--- src/rtl/dnn_acc_pkg.sv ---
// dnn_acc_pkg: constants and helpers shared across the accelerator datapath blocks
package dnn_acc_pkg;
    localparam int DATA_RD_LATENCY = 1;
    localparam int KERNEL_MAX = 3;
    localparam int KSIZE_LSB = 0;
    localparam int KSIZE_MSB = 1;
    function automatic logic [1:0] kernel_k(input logic [1:0] f);
        return (f == 2'd0) ? 2'd1 : f;
    endfunction
endpackage

--- src/rtl/sync_fifo.sv ---
// sync_fifo: single-clock FIFO with occupancy count; a push into a full FIFO is accepted only alongside a pop
module sync_fifo #(
    parameter int WIDTH = 9,
    parameter int DEPTH = 4,
    parameter int CW = $clog2(DEPTH) + 1
) (
    input  logic             clk,
    input  logic             rst,
    input  logic             push,
    input  logic [WIDTH-1:0] wdata,
    input  logic             pop,
    output logic [WIDTH-1:0] rdata,
    output logic [CW-1:0]    count,
    output logic             full,
    output logic             empty
);
    localparam int AW = $clog2(DEPTH);
    logic [WIDTH-1:0] mem [DEPTH];
    logic [AW-1:0] wptr, rptr;
    logic do_push, do_pop;

    assign empty = count == '0;
    assign full = count == CW'(DEPTH);
    assign do_pop = pop & ~empty;
    assign do_push = push & (~full | do_pop);
    assign rdata = mem[rptr];

    always_ff @(posedge clk) begin
        if (do_push & ~rst)
            mem[wptr] <= wdata;
    end

    always_ff @(posedge clk) begin
        if (rst) begin
            wptr <= '0;
            rptr <= '0;
            count <= '0;
        end else begin
            if (do_push)
                wptr <= wptr + 1'b1;
            if (do_pop)
                rptr <= rptr + 1'b1;
            count <= count + CW'(do_push) - CW'(do_pop);
        end
    end
endmodule

--- src/rtl/data_window.sv ---
// data_window: buffers BRAM return pixels and assembles sliding kernel-row windows for the PE array
module data_window
    import dnn_acc_pkg::*;
#(
    parameter int DATA_WIDTH = 8,
    parameter int KERNEL_SIZE_WIDTH = 2,
    parameter int REG_WIDTH = 32,
    parameter int FIFO_DEPTH = 4
) (
    input  logic                    clk,
    input  logic                    rst,
    input  logic                    i_rden,
    input  logic                    i_rlast,
    input  logic [DATA_WIDTH-1:0]   i_rdata,
    output logic                    o_stall,
    output logic [3*DATA_WIDTH-1:0] o_window,
    output logic                    o_valid,
    output logic                    o_last,
    input  logic                    i_ready,
    output logic                    o_err_ovf,
    input  logic [REG_WIDTH-1:0]    i_conf_kernelshape
);
    localparam int CW = $clog2(FIFO_DEPTH) + 1;
    localparam logic [CW:0] STALL_AT = (CW + 1)'(FIFO_DEPTH - DATA_RD_LATENCY);
    logic rd_pend, last_pend, full, empty, pop, unused_conf;
    logic [CW-1:0] count;
    logic [DATA_WIDTH:0] head;
    logic [KERNEL_SIZE_WIDTH-1:0] k, fill_cnt, fill_inc;
    logic [KERNEL_MAX-1:0][DATA_WIDTH-1:0] win, win_nxt;

    sync_fifo #(.WIDTH(DATA_WIDTH + 1), .DEPTH(FIFO_DEPTH), .CW(CW)) u_fifo (
        .clk(clk),
        .rst(rst),
        .push(rd_pend),
        .wdata({last_pend, i_rdata}),
        .pop(pop),
        .rdata(head),
        .count(count),
        .full(full),
        .empty(empty)
    );

    assign k = kernel_k(i_conf_kernelshape[KSIZE_MSB:KSIZE_LSB]);
    assign unused_conf = ^i_conf_kernelshape[REG_WIDTH-1:KSIZE_MSB+1];
    assign pop = ~empty & (~o_valid | i_ready);
    // the in-flight read is counted so its return always finds a free slot
    assign o_stall = ({1'b0, count} + {{CW{1'b0}}, rd_pend}) >= STALL_AT;
    assign fill_inc = (fill_cnt >= k) ? k : fill_cnt + 1'b1;
    assign o_window = win;

    always_comb begin
        win_nxt[0] = (k == 2'd1) ? head[DATA_WIDTH-1:0] : win[1];
        win_nxt[1] = (k == 2'd2) ? head[DATA_WIDTH-1:0] : (k == 2'd3) ? win[2] : '0;
        win_nxt[2] = (k == 2'd3) ? head[DATA_WIDTH-1:0] : '0;
    end

    always_ff @(posedge clk) begin
        if (rst) begin
            rd_pend <= 1'b0;
            last_pend <= 1'b0;
            fill_cnt <= '0;
            win <= '0;
            o_valid <= 1'b0;
            o_last <= 1'b0;
            o_err_ovf <= 1'b0;
        end else begin
            rd_pend <= i_rden;
            last_pend <= i_rlast & i_rden;
            if (rd_pend & full & ~pop)
                o_err_ovf <= 1'b1;
            if (pop) begin
                win <= win_nxt;
                // a segment end restarts the fill whether or not it completed a window
                fill_cnt <= head[DATA_WIDTH] ? '0 : fill_inc;
                o_valid <= fill_inc == k;
                o_last <= head[DATA_WIDTH] & (fill_inc == k);
            end else if (i_ready) begin
                o_valid <= 1'b0;
            end
        end
    end
endmodule

--- config.mk ---
export PLATFORM = sky130hd
export DESIGN_NAME = data_window
export DESIGN_NICKNAME = d
export VERILOG_FILES = /design/src/rtl/dnn_acc_pkg.sv /design/src/rtl/sync_fifo.sv /design/src/rtl/data_window.sv
export SDC_FILE = /design/constraint.sdc
export NUM_CORES = 1
export LEC_CHECK = 0
export CAP_MARGIN = 20
export CORE_UTILIZATION = 50
export CTS_CLUSTER_DIAMETER = 50
export DETAILED_ROUTE_END_ITERATION = 8
export PLACE_DENSITY = 0.79
export SYNTH_ARGS = -nofsm -noshare
export SYNTH_HDL_FRONTEND = slang
export SYNTH_HIERARCHICAL = 1
export SYNTH_SLANG_ARGS = --single-unit
--- constraint.sdc ---
create_clock -name clk -period 7.79 [get_ports clk]
set_clock_uncertainty 0.15 [all_clocks]
set_input_delay 1.1685 -clock clk [delete_from_list [all_inputs] [get_ports clk]]
set_output_delay 1.1685 -clock clk [all_outputs]
set_load 0.005 [all_outputs]
==> summary.txt <==
final setup fails = 0
Yosys top cell area share = 33.1%
fin cells = 387
WP data arrival = 4.30 ns
die area = 0.00685 sq mm
CTS Sinks = 76
Worst-path clk slew = 0.08 ns
input/output buffers = 42
cell taking the most area after synthesis = edfxtp_1
Die H = 82.8 microns
router iterations before antenna repair = 4
vias in the first global route = 1,966
CORE AREA = 0.00631 sq mm
GRT overflow = 0
cts repair resizes = 0
Comb pwr share = 31.1%
Top FF cell, synth = dfxtp_1
DRC viols = 0
sw frac = 32.3%
DRT iter0 DRCs = 155
CP Capture Type = register
Most Frequent Cell on Critical Path = xnor2_1
Critical Path Fanout Max = 40
cells after synthesis = 262
initial antenna violation count = 0
final wirelength = 5850 microns
worst vdd ir = 180 uV
pwr/cell area = 317 mW/mm^2
largest net degree at the start of global routing = 47
met1 Usage GRT = 25.6%
Slew @ Worst Pin = 0.931 ns
critical path required time = 7.87 ns
Commonest cells post-synth = dfxtp_1, edfxtp_1, a21oi_1, nor2_1, nand2_1
Initial Util = 51.7%
Synth cell types = 45
Avg Cell Area, Syn = 12.4 sq um
Synth Warn # = 6
CTS Buf Count = 9
final hold vios = 0
Seq/Total Area, Yosys = 57.7%
Post-Syn Nets = 317
internal power = 0.849 mW
Tot GR Track Use = 19.2%
final HPWL from detailed placement = 3830 microns
area occupied by multi-input gates = 0.00125 sq mm
Clock Power Share = 27.2%
final slew viol count = 0
async set-reset flop share out of synthesis = 0%
vias = 2,106
CTS root buf = clkbuf_8
fmax = 237 MHz
WS Path Type = primary input to register
CTS tree = built
RePlAce Congestion = 0.758
Hold/Removal Path Class = register to register
Slew Limit Headroom = 37.7%
CP max stage cell = or2_1
met3 global-route usage = 4.04%
Post-DRT Antenna Nets = 0
Most Crowded Layer GR = met2
GR Util met2 = 29.4%
Tmin final = 4.23 ns
Syn-to-layout area delta = 21.1%
Hold-fix buffers, CTS = 0
switching power total = 0.405 mW
I/O pins = 73
EDFF count, synth = 36
period utilisation layout = 54.2%
synthesis-stage register bit count = 76
synth top area cells = edfxtp_1, dfxtp_1, mux4_2
setup tns final = 0 ns
Net count, final = 360
Crit path buffers/inverters = 2
count leader, synth = dfxtp_1
vias per cell = 5.44
WL/cell = 15.1 microns
H-tree depth = 3
share of cells above drive strength 1 = 15.5%
global-route wire length before repair = 9440 microns
filler cell count = 511
Placed Instances = 371
ordered cell list for the critical path = clkdlybuf4s50_1 > nor2b_1 > or2_1 > inv_4 > o21ai_1 > mux2i_1 > ha_1 > fa_1 > xnor2_1 > xnor2_1 > nor2_1
row count = 29
register area = 0.00188 sq mm
# diodes = 0
netlist area before placement = 0.00326 sq mm
Max-cap violations = 0
Max clock buf depth = 2
outcome = complete, no violations
crit path launch type = primary input
postcts setup bufs = 0
Seq pwr share = 41.7%
P_leak = 1.39 nW
unrepaired setup endpoints after global routing = no
cell family with most CP delay = simple AND/OR/NAND/NOR gates
die width = 82.8 microns
worst-skew pair later-pin latency = 0.34 ns
crit-path max cell delay = 0.68 ns
cell families after synthesis:
group                      Yosys count  synth area share [%]
xor gates and xnor gates             4                  1.07
AOI/OAI and AO/OA                   43                  8.71
adders and majority gates           10                  4.07
and+or+nand+nor                     78                  12.0
buffers and inverters               23                  3.91
DFF                                 76                  57.7
muxes                               28                  12.5
routing by layer:
layer / vias to the layer above / wire (microns)
li1: 1037 / -
met1: 1010 / 2730
met2: 55 / 2860
met3: 4 / 209
met4: 0 / 50
met5: - / 0
path summary, 6_finish.rpt:
path                                       from         endpoint  slack (ns)  cells after the start
worst max-delay path                    i_ready  u_fifo/count[2]        3.56                     11
worst min-delay path                o_window[8]      o_window[8]        0.32                      2
worst max register to register  u_fifo/count[1]  u_fifo/count[2]        4.28                     10
worst min register to register      o_window[8]      o_window[8]        0.32                      2
per-stage QoR:
step / hold slack (ns) / setup WS (ns) / instance area [sq um] / utilization (%) / power [mW]
final: 0.321 / 3.56 / 3950 / 62.6 / 1.25
after global routing: 0.347 / 3.18 / 3950 / 62.6 / 1.34
after CTS: 0.322 / 3.54 / 3950 / 62.6 / 1.26
after detailed placement: 0.311 / 3.17 / 3720 / 58.9 / 0.924
after global placement: 0.301 / 3.22 / 3720 / 58.9 / 0.913
after floorplan: 0.288 / 4.47 / 3260 / - / 0.810
power groups by stage:
stage / clock network [mW] / logic, mW / registers (mW)
final: 0.342 / 0.390 / 0.522
after global routing: 0.367 / 0.443 / 0.533
after CTS: 0.349 / 0.393 / 0.523
after detailed placement: 0 / 0.392 / 0.531
after global placement: 0 / 0.383 / 0.530
after floorplan: 0 / 0.292 / 0.518
tightest hold or removal path, cell delays in order, from the launching register on:
cell and delay [ns]:
dfxtp_1 0.33, nand2_1 0.06, a21oi_1 0.05
final cells by class:
cell class	instances	share of cell area, %
flip-flops and latches	76	47.6
clock buffers	9	3.14
multi-input cells	163	31.7
repair buffers	47	11.6
inverters	8	0.824
well taps	77	2.44
clock inverters	7	2.66
layout by cell type (no fill, tap or decap), drive strengths merged, types with 2 or more instances in the layout:
cell type | synthesis | routed
nand2b | 3 | 3
buf | 11 | 5
edfxtp | 36 | 36
inv | 8 | 12
or2 | 3 | 3
mux2i | 10 | 10
nor2b | 6 | 6
nand3 | 16 | 16
xnor2 | 2 | 2
ha | 9 | 9
bufinv | 0 | 2
mux2 | 9 | 9
clkdlybuf4s50 | 0 | 42
dfxtp | 40 | 40
a211oi | 9 | 9
nor3b | 6 | 6
xor2 | 2 | 2
nand2 | 18 | 18
mux4 | 9 | 9
nor2 | 19 | 19
clkbuf | 4 | 9
and2 | 2 | 2
o31ai | 2 | 2
o21ai | 4 | 4
a21oi | 20 | 20
registers in the layout, indices dropped and copies added, names as in the netlist, 2 cells and up, named ones only:
signal and count:
u_fifo/count 3, u_fifo/rptr 2, u_fifo/mem 36, u_fifo/wptr 2, fill_cnt 2, o_window 24
No activity file was read; power rests on OpenSTA's default activity.
